`config.mk`:
```
export PLATFORM = sky130hd
export DESIGN_NAME = cpu_axi_bridge_flat
export DESIGN_NICKNAME = d
export VERILOG_FILES = /design/src/rtl/cpu_axi_pkg.sv /design/src/rtl/cpu_axi_bridge_if.sv /design/src/rtl/axi_wr_tracker.sv /design/src/rtl/cpu_axi_bridge.sv /design/src/flat_wrapper.sv
export SDC_FILE = /design/constraint.sdc
export NUM_CORES = 1
export LEC_CHECK = 0
export ABC_AREA = 1
export ABC_CLOCK_PERIOD_IN_PS = 9500
export CORE_AREA = 2 2 146 148
export CTS_BUF_LIST = sky130_fd_sc_hd__clkbuf_8
export CTS_CLUSTER_DIAMETER = 40
export DETAILED_ROUTE_END_ITERATION = 7
export DIE_AREA = 0 0 148 150
export PLACE_DENSITY = 0.76
export SLEW_MARGIN = 10
export SYNTH_ARGS = -nofsm -noshare
export SYNTH_HDL_FRONTEND = slang
export SYNTH_SLANG_ARGS = --single-unit
export TNS_END_PERCENT = 30
```
`constraint.sdc`:
```
create_clock -name clk -period 9.5 [get_ports clk]
set_clock_uncertainty 0.05 [all_clocks]
set_input_delay 1.425 -clock clk [delete_from_list [all_inputs] [get_ports clk]]
set_output_delay 1.425 -clock clk [all_outputs]
set_load 0.03 [all_outputs]
```
`src/rtl/cpu_axi_pkg.sv`:
```
// rtl/cpu_axi_pkg.sv - shared types and constants for the CPU-to-AXI bridge
//
// Purpose: FSM state encoding, request owner enum, fixed AXI field values and
// access size codes used by cpu_axi_bridge and its sub-modules.
// Ports: none (package).
package cpu_axi_pkg;

  typedef enum logic [2:0] {
    IDLE    = 3'd0,
    RD_AR   = 3'd1,
    RD_R    = 3'd2,
    WR_AW_W = 3'd3,
    WR_B    = 3'd4
  } state_t;

  typedef enum logic {
    OWN_INST = 1'b0,
    OWN_DATA = 1'b1
  } owner_t;

  localparam logic [3:0] LEN_SINGLE = 4'd0;
  localparam logic [1:0] BURST_INCR = 2'b01;

  localparam logic [1:0] SIZE_BYTE = 2'd0;
  localparam logic [1:0] SIZE_HALF = 2'd1;
  localparam logic [1:0] SIZE_WORD = 2'd2;

  // The CPU size code maps directly onto AXSIZE for byte/half/word.
  function automatic logic [2:0] axi_size(input logic [1:0] size);
    return {1'b0, size};
  endfunction

endpackage

```
`src/rtl/cpu_axi_bridge_if.sv`:
```
// rtl/cpu_axi_bridge_if.sv - AXI3 single-master bus bundle used by the bridge
//
// Purpose: groups the AR/R/AW/W/B channels of the bridge's AXI3 master port.
// Modports: master (bridge side, drives addresses/data/ready-for-responses),
//           slave  (interconnect side, drives readies and responses).
interface cpu_axi_bridge_if;

  logic [3:0]  arid;
  logic [31:0] araddr;
  logic [3:0]  arlen;
  logic [2:0]  arsize;
  logic [1:0]  arburst;
  logic [1:0]  arlock;
  logic [3:0]  arcache;
  logic [2:0]  arprot;
  logic        arvalid;
  logic        arready;

  logic [3:0]  rid;
  logic [31:0] rdata;
  logic [1:0]  rresp;
  logic        rlast;
  logic        rvalid;
  logic        rready;

  logic [3:0]  awid;
  logic [31:0] awaddr;
  logic [3:0]  awlen;
  logic [2:0]  awsize;
  logic [1:0]  awburst;
  logic [1:0]  awlock;
  logic [3:0]  awcache;
  logic [2:0]  awprot;
  logic        awvalid;
  logic        awready;

  logic [3:0]  wid;
  logic [31:0] wdata;
  logic [3:0]  wstrb;
  logic        wlast;
  logic        wvalid;
  logic        wready;

  logic [3:0]  bid;
  logic [1:0]  bresp;
  logic        bvalid;
  logic        bready;

  modport master (
    output arid, araddr, arlen, arsize, arburst, arlock, arcache, arprot, arvalid,
    input  arready,
    input  rid, rdata, rresp, rlast, rvalid,
    output rready,
    output awid, awaddr, awlen, awsize, awburst, awlock, awcache, awprot, awvalid,
    input  awready,
    output wid, wdata, wstrb, wlast, wvalid,
    input  wready,
    input  bid, bresp, bvalid,
    output bready
  );

  modport slave (
    input  arid, araddr, arlen, arsize, arburst, arlock, arcache, arprot, arvalid,
    output arready,
    output rid, rdata, rresp, rlast, rvalid,
    input  rready,
    input  awid, awaddr, awlen, awsize, awburst, awlock, awcache, awprot, awvalid,
    output awready,
    input  wid, wdata, wstrb, wlast, wvalid,
    output wready,
    output bid, bresp, bvalid,
    input  bready
  );

endinterface

```
`src/rtl/axi_wr_tracker.sv`:
```
// rtl/axi_wr_tracker.sv - tracks the independent AW and W handshakes of one write
//
// Purpose: while active, drives awvalid/wvalid and remembers which of the two
// handshakes has completed; done rises in the cycle the second one completes.
// Ports: clk, rst (async, active-high); active (bridge is in the AW/W phase);
//        awready/wready (from slave); awvalid/wvalid (to slave); done (to FSM).
module axi_wr_tracker (
  input  logic clk,
  input  logic rst,
  input  logic active,
  input  logic awready,
  input  logic wready,
  output logic awvalid,
  output logic wvalid,
  output logic done
);

  logic aw_done;
  logic w_done;
  logic aw_fin;
  logic w_fin;

  assign awvalid = active && !aw_done;
  assign wvalid  = active && !w_done;

  // Count a handshake happening this cycle as already complete, so that
  // simultaneous AW/W acceptance leaves the phase after a single cycle.
  assign aw_fin = aw_done || (awvalid && awready);
  assign w_fin  = w_done  || (wvalid  && wready);
  assign done   = active && aw_fin && w_fin;

  always_ff @(posedge clk or posedge rst) begin
    if (rst) begin
      aw_done <= 1'b0;
      w_done  <= 1'b0;
    end else if (!active || done) begin
      aw_done <= 1'b0;
      w_done  <= 1'b0;
    end else begin
      aw_done <= aw_fin;
      w_done  <= w_fin;
    end
  end

endmodule

```
`src/rtl/cpu_axi_bridge.sv`:
```
// rtl/cpu_axi_bridge.sv - SRAM-like inst/data ports to a single AXI3 master
//
// Purpose: arbitrates instruction and data requests (data first), keeps one
// transaction in flight, issues it as a single-beat AXI read or write and
// returns a registered one-cycle data_ok pulse to the owning requester.
// Ports: clk, rst (async, active-high);
//        inst_req/inst_addr -> inst_addr_ok/inst_data_ok/inst_rdata;
//        data_req/wr/size/wstrb/addr/wdata -> data_addr_ok/data_data_ok/data_rdata;
//        axi: AXI3 master bundle (cpu_axi_bridge_if.master).
module cpu_axi_bridge
  import cpu_axi_pkg::*;
#(
  parameter logic [3:0] INST_ID = 4'd0,
  parameter logic [3:0] DATA_ID = 4'd1
) (
  input  logic             clk,
  input  logic             rst,
  input  logic             inst_req,
  input  logic [31:0]      inst_addr,
  output logic             inst_addr_ok,
  output logic             inst_data_ok,
  output logic [31:0]      inst_rdata,
  input  logic             data_req,
  input  logic             data_wr,
  input  logic [1:0]       data_size,
  input  logic [3:0]       data_wstrb,
  input  logic [31:0]      data_addr,
  input  logic [31:0]      data_wdata,
  output logic             data_addr_ok,
  output logic             data_data_ok,
  output logic [31:0]      data_rdata,
  cpu_axi_bridge_if.master axi
);

  state_t      state;
  state_t      state_nx;
  owner_t      owner_q;
  logic [31:0] addr_q;
  logic [31:0] wdata_q;
  logic [3:0]  wstrb_q;
  logic [1:0]  size_q;
  logic        rd_fire;
  logic        b_fire;
  logic        wr_done;
  logic        unused_ok;

  // Response IDs and status codes carry no information with one transaction
  // in flight, so they are deliberately ignored.
  assign unused_ok = ^{axi.rid, axi.rresp, axi.bid, axi.bresp};

  assign axi.arid    = (owner_q == OWN_DATA) ? DATA_ID : INST_ID;
  assign axi.araddr  = addr_q;
  assign axi.arlen   = LEN_SINGLE;
  assign axi.arsize  = axi_size(size_q);
  assign axi.arburst = BURST_INCR;
  assign axi.arlock  = 2'b00;
  assign axi.arcache = 4'b0000;
  assign axi.arprot  = 3'b000;

  assign axi.awid    = DATA_ID;
  assign axi.awaddr  = addr_q;
  assign axi.awlen   = LEN_SINGLE;
  assign axi.awsize  = axi_size(size_q);
  assign axi.awburst = BURST_INCR;
  assign axi.awlock  = 2'b00;
  assign axi.awcache = 4'b0000;
  assign axi.awprot  = 3'b000;

  assign axi.wid     = DATA_ID;
  assign axi.wdata   = wdata_q;
  assign axi.wstrb   = wstrb_q;
  assign axi.wlast   = 1'b1;

  axi_wr_tracker u_wr_tracker (
    .clk     (clk),
    .rst     (rst),
    .active  (state == WR_AW_W),
    .awready (axi.awready),
    .wready  (axi.wready),
    .awvalid (axi.awvalid),
    .wvalid  (axi.wvalid),
    .done    (wr_done)
  );

  always_ff @(posedge clk or posedge rst) begin
    if (rst) begin
      state <= IDLE;
    end else begin
      state <= state_nx;
    end
  end

  always_comb begin
    state_nx     = state;
    inst_addr_ok = 1'b0;
    data_addr_ok = 1'b0;
    axi.arvalid  = 1'b0;
    axi.rready   = 1'b0;
    axi.bready   = 1'b0;
    rd_fire      = 1'b0;
    b_fire       = 1'b0;
    case (state)
      IDLE: begin
        // addr_ok is combinational from req; keep it quiet while reset holds.
        if (!rst) begin
          if (data_req) begin
            data_addr_ok = 1'b1;
            state_nx     = data_wr ? WR_AW_W : RD_AR;
          end else if (inst_req) begin
            inst_addr_ok = 1'b1;
            state_nx     = RD_AR;
          end
        end
      end
      RD_AR: begin
        axi.arvalid = 1'b1;
        if (axi.arready) state_nx = RD_R;
      end
      RD_R: begin
        axi.rready = 1'b1;
        if (axi.rvalid && axi.rlast) begin
          rd_fire  = 1'b1;
          state_nx = IDLE;
        end
      end
      WR_AW_W: begin
        if (wr_done) state_nx = WR_B;
      end
      WR_B: begin
        axi.bready = 1'b1;
        if (axi.bvalid) begin
          b_fire   = 1'b1;
          state_nx = IDLE;
        end
      end
      default: state_nx = IDLE;
    endcase
  end

  always_ff @(posedge clk or posedge rst) begin
    if (rst) begin
      owner_q      <= OWN_INST;
      addr_q       <= 32'd0;
      wdata_q      <= 32'd0;
      wstrb_q      <= 4'd0;
      size_q       <= 2'd0;
      inst_data_ok <= 1'b0;
      data_data_ok <= 1'b0;
      inst_rdata   <= 32'd0;
      data_rdata   <= 32'd0;
    end else begin
      if (data_addr_ok) begin
        owner_q <= OWN_DATA;
        addr_q  <= data_addr;
        wdata_q <= data_wdata;
        wstrb_q <= data_wstrb;
        size_q  <= data_size;
      end else if (inst_addr_ok) begin
        owner_q <= OWN_INST;
        addr_q  <= inst_addr;
        size_q  <= SIZE_WORD;
      end
      // Completion is registered so data_ok lands on the first IDLE cycle.
      inst_data_ok <= rd_fire && (owner_q == OWN_INST);
      data_data_ok <= (rd_fire && (owner_q == OWN_DATA)) || b_fire;
      if (rd_fire && (owner_q == OWN_INST)) inst_rdata <= axi.rdata;
      if (rd_fire && (owner_q == OWN_DATA)) data_rdata <= axi.rdata;
    end
  end

endmodule

```
`src/flat_wrapper.sv`:
```
// flat-port wrapper written by rule: the top's interface ports become plain ports
module cpu_axi_bridge_flat import cpu_axi_pkg::*;
#(
  parameter logic [3:0] INST_ID = 4'd0,
  parameter logic [3:0] DATA_ID = 4'd1
)
  (clk, rst, inst_req, inst_addr, inst_addr_ok, inst_data_ok, inst_rdata, data_req, data_wr, data_size, data_wstrb, data_addr, data_wdata, data_addr_ok, data_data_ok, data_rdata, axi_arid, axi_araddr, axi_arlen, axi_arsize, axi_arburst, axi_arlock, axi_arcache, axi_arprot, axi_arvalid, axi_arready, axi_rid, axi_rdata, axi_rresp, axi_rlast, axi_rvalid, axi_rready, axi_awid, axi_awaddr, axi_awlen, axi_awsize, axi_awburst, axi_awlock, axi_awcache, axi_awprot, axi_awvalid, axi_awready, axi_wid, axi_wdata, axi_wstrb, axi_wlast, axi_wvalid, axi_wready, axi_bid, axi_bresp, axi_bvalid, axi_bready);
  cpu_axi_bridge_if axi_i ();
  input  logic clk;
  input  logic rst;
  input  logic inst_req;
  input  logic [31:0] inst_addr;
  output logic inst_addr_ok;
  output logic inst_data_ok;
  output logic [31:0] inst_rdata;
  input  logic data_req;
  input  logic data_wr;
  input  logic [1:0] data_size;
  input  logic [3:0] data_wstrb;
  input  logic [31:0] data_addr;
  input  logic [31:0] data_wdata;
  output logic data_addr_ok;
  output logic data_data_ok;
  output logic [31:0] data_rdata;
  output wire logic [$bits(axi_i.arid)-1:0] axi_arid;
  output wire logic [$bits(axi_i.araddr)-1:0] axi_araddr;
  output wire logic [$bits(axi_i.arlen)-1:0] axi_arlen;
  output wire logic [$bits(axi_i.arsize)-1:0] axi_arsize;
  output wire logic [$bits(axi_i.arburst)-1:0] axi_arburst;
  output wire logic [$bits(axi_i.arlock)-1:0] axi_arlock;
  output wire logic [$bits(axi_i.arcache)-1:0] axi_arcache;
  output wire logic [$bits(axi_i.arprot)-1:0] axi_arprot;
  output wire logic [$bits(axi_i.arvalid)-1:0] axi_arvalid;
  input wire logic [$bits(axi_i.arready)-1:0] axi_arready;
  input wire logic [$bits(axi_i.rid)-1:0] axi_rid;
  input wire logic [$bits(axi_i.rdata)-1:0] axi_rdata;
  input wire logic [$bits(axi_i.rresp)-1:0] axi_rresp;
  input wire logic [$bits(axi_i.rlast)-1:0] axi_rlast;
  input wire logic [$bits(axi_i.rvalid)-1:0] axi_rvalid;
  output wire logic [$bits(axi_i.rready)-1:0] axi_rready;
  output wire logic [$bits(axi_i.awid)-1:0] axi_awid;
  output wire logic [$bits(axi_i.awaddr)-1:0] axi_awaddr;
  output wire logic [$bits(axi_i.awlen)-1:0] axi_awlen;
  output wire logic [$bits(axi_i.awsize)-1:0] axi_awsize;
  output wire logic [$bits(axi_i.awburst)-1:0] axi_awburst;
  output wire logic [$bits(axi_i.awlock)-1:0] axi_awlock;
  output wire logic [$bits(axi_i.awcache)-1:0] axi_awcache;
  output wire logic [$bits(axi_i.awprot)-1:0] axi_awprot;
  output wire logic [$bits(axi_i.awvalid)-1:0] axi_awvalid;
  input wire logic [$bits(axi_i.awready)-1:0] axi_awready;
  output wire logic [$bits(axi_i.wid)-1:0] axi_wid;
  output wire logic [$bits(axi_i.wdata)-1:0] axi_wdata;
  output wire logic [$bits(axi_i.wstrb)-1:0] axi_wstrb;
  output wire logic [$bits(axi_i.wlast)-1:0] axi_wlast;
  output wire logic [$bits(axi_i.wvalid)-1:0] axi_wvalid;
  input wire logic [$bits(axi_i.wready)-1:0] axi_wready;
  input wire logic [$bits(axi_i.bid)-1:0] axi_bid;
  input wire logic [$bits(axi_i.bresp)-1:0] axi_bresp;
  input wire logic [$bits(axi_i.bvalid)-1:0] axi_bvalid;
  output wire logic [$bits(axi_i.bready)-1:0] axi_bready;
  assign axi_arid = axi_i.arid;
  assign axi_araddr = axi_i.araddr;
  assign axi_arlen = axi_i.arlen;
  assign axi_arsize = axi_i.arsize;
  assign axi_arburst = axi_i.arburst;
  assign axi_arlock = axi_i.arlock;
  assign axi_arcache = axi_i.arcache;
  assign axi_arprot = axi_i.arprot;
  assign axi_arvalid = axi_i.arvalid;
  assign axi_i.arready = axi_arready;
  assign axi_i.rid = axi_rid;
  assign axi_i.rdata = axi_rdata;
  assign axi_i.rresp = axi_rresp;
  assign axi_i.rlast = axi_rlast;
  assign axi_i.rvalid = axi_rvalid;
  assign axi_rready = axi_i.rready;
  assign axi_awid = axi_i.awid;
  assign axi_awaddr = axi_i.awaddr;
  assign axi_awlen = axi_i.awlen;
  assign axi_awsize = axi_i.awsize;
  assign axi_awburst = axi_i.awburst;
  assign axi_awlock = axi_i.awlock;
  assign axi_awcache = axi_i.awcache;
  assign axi_awprot = axi_i.awprot;
  assign axi_awvalid = axi_i.awvalid;
  assign axi_i.awready = axi_awready;
  assign axi_wid = axi_i.wid;
  assign axi_wdata = axi_i.wdata;
  assign axi_wstrb = axi_i.wstrb;
  assign axi_wlast = axi_i.wlast;
  assign axi_wvalid = axi_i.wvalid;
  assign axi_i.wready = axi_wready;
  assign axi_i.bid = axi_bid;
  assign axi_i.bresp = axi_bresp;
  assign axi_i.bvalid = axi_bvalid;
  assign axi_bready = axi_i.bready;
  cpu_axi_bridge #(.INST_ID(INST_ID), .DATA_ID(DATA_ID)) u_core (.clk(clk), .rst(rst), .inst_req(inst_req), .inst_addr(inst_addr), .inst_addr_ok(inst_addr_ok), .inst_data_ok(inst_data_ok), .inst_rdata(inst_rdata), .data_req(data_req), .data_wr(data_wr), .data_size(data_size), .data_wstrb(data_wstrb), .data_addr(data_addr), .data_wdata(data_wdata), .data_addr_ok(data_addr_ok), .data_data_ok(data_data_ok), .data_rdata(data_rdata), .axi(axi_i));
endmodule
```
==> summary.md, run 1 <==
| Metric | Value |
|---|---|
| # hold bufs at CTS | `0` |
| Core Area | `between 20000 and 25000 µm²` |
| Synth Area in Compound Gates | `a little over a tenth` |
| Antenna violations before repair | `0` |
| Post-synth EDFFs | `0` |
| Port bufs | `roughly 320` |
| Cell Area, Synth | `roughly 6300 µm²` |
| VDD IR max | `approximately 0.00020 V` |
| Post-DP HPWL | `about 13 mm` |
| Top-count cell post-synth | `nand2_1` |
| Max transition margin | `a little under two fifths` |
| P per Cell Area | `~370 nW/µm²` |
| Total CTS buffers | `17` |
| TritonCTS clock tree | `yes` |
| Min-delay src | `u_core.axi.wdata[4]` |
| Leak | `between 4 and 5 nW` |
| Die Area | `between 20000 and 25000 µm²` |
| Finished Core Util | `between 40 and 50%` |
| Leading cell types by count after synthesis | `nand2_1 (221), dfrtp_1 (142), buf_4 (79)` |
| First-pass DRT Iterations | `4` |
| RSZ-0062 raised after global routing | `false` |
| Mux cell area share after synthesis | `0%` |
| GP Congestion | `0.795` |
| Crit Path Class | `in -> out` |
| Longest Clk Path Bufs | `2` |
| Largest family of logic cells by synthesized area | `simple AND/OR/NAND/NOR gates` |
| Setup TNS | `0 ns` |
| Wirelength per Cell | `14.3 µm` |
| DIE WIDTH | `between 100 and 150 µm` |
| Final ANT Viol Nets | `0` |
| Drt drc | `0` |
| Max-Cap Viols | `0` |
| Synth top area share | `between 50 and 60%` |
| Worst-path fanout max | `71` |
| Final Cycle Share | `65.0%` |
| IO Count | `about 380` |
| Vias/cell | `4.23` |
| Initial core utilization | `a little under a third` |
| H-tree depth | `4` |
| Final Slew Violations | `0` |
| Grt total ovfl | `0` |
| Minimum clock period | `just over 6 ns` |
| Share of cells above drive strength 1 | `about 5%` |
| Final setup violation count | `0` |
| CTS root buffer | `clkbuf_8` |
| Critical path origin | `rst` |
| Largest net degree at the start of global routing | `75` |
| Status | `finished, final reports clean` |
| Post-synth ARST share | `between 90% and 100%` |
| Vias in the first global route | `5375` |
| WL final | `between 15 and 20 mm` |
| Slew at the pin with the worst max-slew slack | `0.932 ns` |
| GR Util met1 | `between 15 and 20%` |
| Synth Area in Adders | `0%` |
| Total GRT Usage | `approximately 16%` |
| Clock Pin Slew Worst Setup and Hold Paths | `0.08 ns` |
| Number of setup buffers added after CTS | `0` |
| Sequential-to-total area share from yosys stat | `56.2%` |
| First-pass GRT wire length | `around 28 mm` |
| Final antenna diode count | `0` |
| Nets@finish | `approximately 1.1k` |
| Worst Path Arrival | `about 4.7 ns` |
| Synth area leader | `dfrtp_1` |
| Clk sinks | `between 100 and 150` |
| Area grow syn2layout | `53.1%` |
| Flops & latches, synth | `between 100 and 150` |
| Max Fclk | `~0.16 GHz` |
| Global Route met2 Usage | `roughly 28%` |
| Worst Setup End Kind | `output pin` |
| Hold Path Class | `reg -> reg` |
| Critical Path Source Type | `primary input` |
| Clock Latency Late Sink | `approximately 0.43 ns` |
| Area contributors post-synth | `dfrtp_1 (56%), nand2_1 (13%), buf_4 (9.4%), a21oi_1 (5.1%), o21ai_1 (5.1%)` |
| Synth Area in Simple Gates | `between 15 and 20%` |
| Synthesized instance count | `between 700 and 800` |
| Via count | `~5.4k` |
| Synth Area in XOR/XNOR | `0%` |
| DRC marker count from the first detailed-route iteration | `~200` |
| Top FF cell, synth | `dfrtp_1` |
| Distinct cell type count after synthesis | `28` |
| Post-CTS resize count | `0` |
| Die height | `approximately 150 µm` |
| Syn_area_per_cell | `~9 µm²` |
| Final hold violations | `0` |
| Worst Path Required | `approximately 8 ns` |
| GR peak layer | `met2` |
| Worst reg2reg startpoint | `u_core.state[0]` |
| FP Rows | `53` |
| YS warnings | `0` |
| Met3 usage | `about 5.4%` |
==> layout by cell type (no fill, tap or decap) <==
master             n
a21boi_0           1
nand4_1            4
a22o_1             1
clkinv_2           4
o21ai_1           64
nand2_1          221
o22a_1             1
nor2_4             1
clkinv_4           2
clkdlybuf4s50_1  322
conb_1            44
dfrtp_1          142
inv_2              4
nor3_2             1
nor2_2             1
nor3_1             1
nand4_4            1
nand3_2            2
nand3_1            4
buf_4              5
nand3b_1           1
a21oi_1           64
o21ai_0            2
clkbuf_8          18
clkinvlp_4         4
inv_6              3
nor3_4             1
nand2_2            1
a211oi_1           1
inv_1             44
bufinv_16          1
nor2_1            37
nor4_1             1
==> through the flow <==
stage	total power, mW	setup WS [ns]	instance area [µm²]	cells	hold slack, ns
after global routing	3.78	3.05	9680	1279	0.450
after detailed placement	3.14	3.29	9320	1247	0.415
final	3.57	3.33	9680	1279	0.433
after floorplan	2.33	2.66	6480	758	0.499
after CTS	3.62	3.29	9680	1279	0.437
after global placement	3.11	3.27	9320	1247	0.411
==> cell families after synthesis <==
kind of cell / after synthesis
buf+inv: 161
flops: 142
other cells: 2
simple gates: 277
compound gates: 134
==> registers in the layout (all words and copies together) (netlist names) <==
signal and flops:
u_core.u_wr_tracker.w_done 1, u_core.data_data_ok 1, u_core.u_wr_tracker.aw_done 1, u_core.state 3
u_core.axi.wdata 32, u_core.data_rdata 32, u_core.inst_rdata 32, u_core.axi.araddr 32
u_core.axi.wstrb 4, u_core.inst_data_ok 1, u_core.size_q 2, u_core.owner_q 1
==> worst max-delay path, stage by stage <==
cell and delay, ns:
clkdlybuf4s50_1 0.52, inv_6 0.51, nand4_4 0.61, inv_2 0.15, buf_4 0.61, clkdlybuf4s50_1 0.80
==> final timing paths <==
path / endpoint / depth (start not counted) / slack, ns
worst min-delay path: u_core.axi.wdata[4] / 2 / 0.43
worst min register to register: u_core.axi.wdata[4] / 2 / 0.43
worst max register to register: u_core.axi.araddr[20] / 6 / 6.82
worst max-delay path: data_addr_ok / 6 / 3.33
min in group asynchronous: u_core.axi.araddr[14] / 2 / 1.49
max in group asynchronous: u_core.inst_rdata[3] / 3 / 6.54
==> report_power, final <==
group	internal [mW]	leakage [nW]	switching, mW
logic	0.816	2.52	1.21
registers	0.895	1.74	0.200
clock network	0.213	0.182	0.243
==> metal layers <==
metal / vias to the layer above / part of all wire [%] / wire length, µm
met1: 2519 / 42 / 7630
met3: 10 / 7.2 / 1310
met2: 197 / 50 / 9120
li1: 2681 / - / -
met4: 0 / 0.96 / 176
met5: - / 0 / 0
==> final cells by class <==
cell class	count	area, µm²
Fill cell	1975	11000
Tap cell	275	344
Sequential cell	142	3550
Timing Repair Buffer	327	3260
Multi-Input combinational cell	455	1970
Clock buffer	18	248
Inverter	48	185
Clock inverter	14	119
Power figures use the tool's default switching activity.
==> inputs of run 2 (changes only) <==
Settings changed: ABC_CLOCK_PERIOD_IN_PS 9500 to 5250, PLACE_DENSITY 0.76 to 0.79.
Clock period 9.5 ns to 5.25 ns, I/O delays scaled along.
==> summary.md, run 2 (synthesis results as in run 1) <==
| Metric | Value |
|---|---|
| Antenna violations before repair | `0` |
| Met3 usage | `approximately 5.7%` |
| Vias in the first global route | `approximately 5.5k` |
| IO Count | `about 380` |
| Core Area | `between 20000 and 25000 µm²` |
| Critical Path Source Type | `primary input` |
| # hold bufs at CTS | `0` |
| Nets@finish | `around 1.1k` |
| Final Slew Violations | `0` |
| Vias/cell | `around 4.3` |
| Number of setup buffers added after CTS | `0` |
| Worst Setup End Kind | `output pin` |
| Port bufs | `around 320` |
| DRC marker count from the first detailed-route iteration | `about 230` |
| Clock Pin Slew Worst Setup and Hold Paths | `0.09 ns` |
| Area grow syn2layout | `54.9%` |
| Total GRT Usage | `~17%` |
| Commonest non-fill, non-tap cells in the layout | `clkdlybuf4s50_1 (322), nand2_1 (221), dfrtp_1 (142)` |
| First-pass GRT wire length | `28.9 mm` |
| Max transition margin | `39.9%` |
| Final hold violations | `0` |
| TritonCTS clock tree | `yes` |
| RSZ-0062 raised after global routing | `false` |
| Final Cycle Share | `about 62%` |
| Post-CTS resize count | `0` |
| CTS root buffer | `clkbuf_8` |
| Largest net degree at the start of global routing | `~140` |
| Clock Latency Late Sink | `0.44 ns` |
| Minimum clock period | `between 3 and 4 ns` |
| Status | `finished, final reports clean` |
| H-tree depth | `4` |
| Total CTS buffers | `17` |
| WL final | `roughly 19 mm` |
| Final setup violation count | `0` |
| Slowest CP cell | `clkdlybuf4s50_1` |
| Global Route met2 Usage | `27.1%` |
| FP Rows | `53` |
| GP Congestion | `~0.78` |
| Hold Slack | `about 0.43 ns` |
| VDD IR max | `roughly 0.00028 V` |
| Post-DP HPWL | `13.5 mm` |
| Commonest non-fill, non-tap cell in the layout | `clkdlybuf4s50_1` |
| P per Cell Area | `around 700 nW/µm²` |
| Worst-path fanout max | `4` |
| Crit Path Class | `in -> out` |
| Setup TNS | `0 ns` |
| DIE WIDTH | `148 µm` |
| Final ANT Viol Nets | `0` |
| Wirelength per Cell | `between 10 and 15 µm` |
| Worst Path Arrival | `2.43 ns` |
| Die height | `about 150 µm` |
| Crit-path most repeated cell | `clkdlybuf4s50_1` |
| Grt total ovfl | `0` |
| Initial core utilization | `between 30% and 40%` |
| Leak | `~4.5 nW` |
| Final antenna diode count | `0` |
| GR Util met1 | `about a fifth` |
| Hold Path Class | `reg -> reg` |
| First-pass DRT Iterations | `4` |
| Max-Cap Viols | `0` |
| Crit path cell chain | `clkdlybuf4s50_1 > nor4_1 > clkdlybuf4s50_1` |
| Longest Clk Path Bufs | `2` |
| Share of cells above drive strength 1 | `5.07%` |
| Slew at the pin with the worst max-slew slack | `roughly 0.90 ns` |
| Max Fclk | `between 0.3 and 0.4 GHz` |
| Worst Path Required | `4.41 ns` |
| GR peak layer | `met2` |
| Drt drc | `0` |
| CP max stage delay | `between 0.7 and 0.8 ns` |
| Die Area | `22200 µm²` |
| Via count | `~5.5k` |
| Clk sinks | `142` |
==> run 2: changes by cell type in the layout (fill, tap and decap cells not counted) <==
cell / previous run / this run
inv_1: 44 / 43
clkbuf_8: 18 / 19
inv_8: 0 / 3
clkinv_2: 4 / 1
bufinv_16: 1 / 4
buf_12: 0 / 1
inv_6: 3 / 2
clkinv_4: 2 / 3
clkinvlp_4: 4 / 1
==> run 2: area by class of cell <==
cell class / instances / area, µm²
Fill cell: 1969 / 10900
Sequential cell: 142 / 3550
Timing Repair Buffer: 328 / 3280
Multi-Input combinational cell: 455 / 1970
Tap cell: 275 / 344
Clock buffer: 19 / 262
Clock inverter: 13 / 203
Inverter: 48 / 184
==> run 2: power breakdown <==
| group | internal [mW] | switching (mW) | leakage (nW) |
|---|---|---|---|
| combinational | 1.48 | 2.21 | 2.52 |
| clock | 0.558 | 0.458 | 0.237 |
| sequential | 1.62 | 0.351 | 1.74 |
==> run 2: final timing paths <==
path | cells after the start | startpoint | slack [ns] | end
max | 3 | data_req | 1.98 | inst_addr_ok
min | 2 | u_core.axi.wdata[12] | 0.43 | u_core.axi.wdata[12]
max reg2reg | 6 | u_core.state[0] | 3.22 | u_core.axi.araddr[9]
min reg2reg | 2 | u_core.axi.wdata[12] | 0.43 | u_core.axi.wdata[12]
max in group asynchronous | 3 | rst | 3.53 | u_core.axi.wdata[31]
min in group asynchronous | 3 | rst | 0.84 | u_core.axi.araddr[15]
==> run 2: per-stage QoR <==
stage          area, µm²  total power, mW  std cells  worst slack (ns)  utilization (%)
2_1_floorplan       6480             4.21        758             0.673                -
3_3_place_gp        9330             5.63       1248              1.97             45.1
3_5_place_dp        9330             5.70       1248              1.98             45.1
4_1_cts             9800             6.76       1280              1.96             47.4
5_1_grt             9800             7.06       1280              1.77             47.4
6_report            9800             6.67       1280              1.98             47.4
==> run 2: worst max-delay path: cells and delay by family <==
kind | cells | cell delay [ns]
buffers and inverters | 2 | 1.30
and+or+nand+nor | 1 | 0.33
==> run 2: per-layer routing <==
layer	up-vias	share of wire, %
li1	2681	-
met1	2594	41
met2	233	49
met3	23	7.8
met4	0	1.9
met5	-	0
==> inputs of run 3 (changes only) <==
Settings changed: ABC_CLOCK_PERIOD_IN_PS 5250 to 2800.
Clock period 5.25 ns to 2.8 ns, I/O delays scaled along.
==> summary.md, run 3 (synthesis results as in run 1) <==
| Metric | Value |
|---|---|
| Status | `finished, final reports clean` |
| Clock Latency Late Sink | `around 0.43 ns` |
| CP max stage delay | `approximately 0.76 ns` |
| Clock Pin Slew Worst Setup and Hold Paths | `roughly 0.080 ns` |
| FP Rows | `53` |
| P per Cell Area | `approximately 1300 nW/µm²` |
| Worst Setup End Kind | `output pin` |
| Minimum clock period | `~2.6 ns` |
| Commonest non-fill, non-tap cells in the layout | `clkdlybuf4s50_1 (318), nand2_1 (221), dfrtp_1 (142)` |
| Largest net degree at the start of global routing | `between 100 and 150` |
| Wirelength per Cell | `approximately 15 µm` |
| Setup TNS | `0 ns` |
| Flop-to-flop setup slack | `roughly 0.90 ns` |
| Pre-CTS WS | `between 0.3 and 0.4 ns` |
| Vias in the first global route | `between 5k and 6k` |
| Post-DP HPWL | `13.9 mm` |
| Worst reg2reg startpoint | `u_core.state[1]` |
| RSZ-0062 raised after global routing | `false` |
| Area grow syn2layout | `55.5%` |
| Worst-path fanout max | `7` |
| Commonest non-fill, non-tap cell in the layout | `clkdlybuf4s50_1` |
| DRC marker count from the first detailed-route iteration | `~280` |
| Final Slew Violations | `0` |
| Critical Path Source Type | `flop` |
| Vias/cell | `between 4 and 5` |
| First-pass DRT Iterations | `5` |
| Crit Path Class | `reg -> out` |
| Final ANT Viol Nets | `0` |
| Setup ws final | `around 0.24 ns` |
| Reg2Reg Capture Point | `u_core.data_rdata[27]` |
| Total GRT Usage | `between 10% and 20%` |
| Final setup violation count | `0` |
| Post-CTS resize count | `0` |
| Die Area | `between 20000 and 25000 µm²` |
| Leak | `approximately 4.6 nW` |
| GP Congestion | `between 0.8 and 0.9` |
| First-pass GRT wire length | `28.9 mm` |
| Finished Core Util | `47.5%` |
| Final Cycle Share | `between 90% and 100%` |
| TritonCTS clock tree | `yes` |
| Slowest CP cell | `clkdlybuf4s50_1` |
| Die height | `~150 µm` |
| Antenna violations before repair | `1` |
| H-tree depth | `4` |
| Reg2Reg Depth | `6` |
| Max transition margin | `62.3%` |
| Number of setup buffers added after CTS | `0` |
| Drt drc | `0` |
| Via count | `~5.6k` |
| Initial core utilization | `a little under a third` |
| Max-Cap Viols | `0` |
| Final hold violations | `0` |
| Slew at the pin with the worst max-slew slack | `between 0.5 and 0.6 ns` |
| Share of cells above drive strength 1 | `roughly 5.5%` |
| Grt total ovfl | `0` |
| WL final | `19.0 mm` |
| Crit path cell chain | `inv_1 > nor3_1 > clkdlybuf4s50_1` |
| Clk sinks | `approximately 140` |
| # hold bufs at CTS | `0` |
| DIE WIDTH | `between 100 and 150 µm` |
| Worst setup path endpoint | `axi_arvalid` |
| Worst hold path cell count | `2` |
| Port bufs | `about 320` |
| Total CTS buffers | `17` |
| IO Count | `around 380` |
| Nets@finish | `~1.2k` |
| Hold Path Class | `reg -> reg` |
| VDD IR max | `between 0.0005 and 0.0006 V` |
| Core Area | `between 20000 and 25000 µm²` |
| Worst Path Arrival | `between 2 and 2.5 ns` |
| Final antenna diode count | `0` |
| CTS root buffer | `clkbuf_8` |
| Critical path origin | `u_core.state[0]` |
| Longest Clk Path Bufs | `2` |
| Max Fclk | `0.391 GHz` |
| Worst Path Required | `around 2.3 ns` |
-- run 3: changes by cell type in the layout (fill, tap and decap cells not counted), sizes merged, moves of 2 or more --
cell	change
buf	+6
clkdlybuf4s50	-4
clkinv	+3
clkinvlp	+2
dlymetal6s2s	+3
inv	-3
-- run 3: critical path: cells and delay by family (launching register included) --
kind,cells,cell delay (ns)
buf+inv,2,0.92
flops,1,0.52
simple gates,1,0.22
-- run 3: layout make-up --
class / count / area (µm²)
multi-input cells: 455 / 1970
flip-flops and latches: 142 / 3550
repair buffers: 333 / 3360
fillers: 1930 / 10900
clock inverters: 14 / 168
clock buffers: 18 / 248
inverters: 48 / 186
well taps: 275 / 344
-- run 3: how the worst min path moves through the flow --
stage                     slack [ns]            startpoint                   end
final                           0.44  u_core.axi.wdata[20]  u_core.axi.wdata[20]
after global routing            0.43         data_wdata[8]   u_core.axi.wdata[8]
after CTS                       0.43         data_wdata[1]   u_core.axi.wdata[1]
after detailed placement        0.41  u_core.axi.wdata[24]  u_core.axi.wdata[24]
after global placement          0.41   u_core.axi.wstrb[3]   u_core.axi.wstrb[3]
after floorplan                 0.48         data_wdata[0]   u_core.axi.wdata[0]
-- run 3: through the flow --
step	hold slack, ns	cell area (µm²)	std cells	power, mW
after global routing	0.432	9830	1285	13.1
final	0.436	9830	1285	12.4
after detailed placement	0.415	9410	1253	10.7
after floorplan	0.480	6520	758	7.92
after global placement	0.412	9410	1253	10.6
after CTS	0.427	9820	1285	12.5
-- run 3: report_power, final --
part	switching, mW	internal [mW]	total, mW
sequential	0.675	3.04	3.71
clock	0.816	0.905	1.72
combinational	4.14	2.80	6.94
-- run 3: layer usage --
layer	global-route usage (%)	wire, µm
met1	20.9	8010
met2	27.5	9270
met3	5.09	1430
met4	5.67	329
met5	0	0
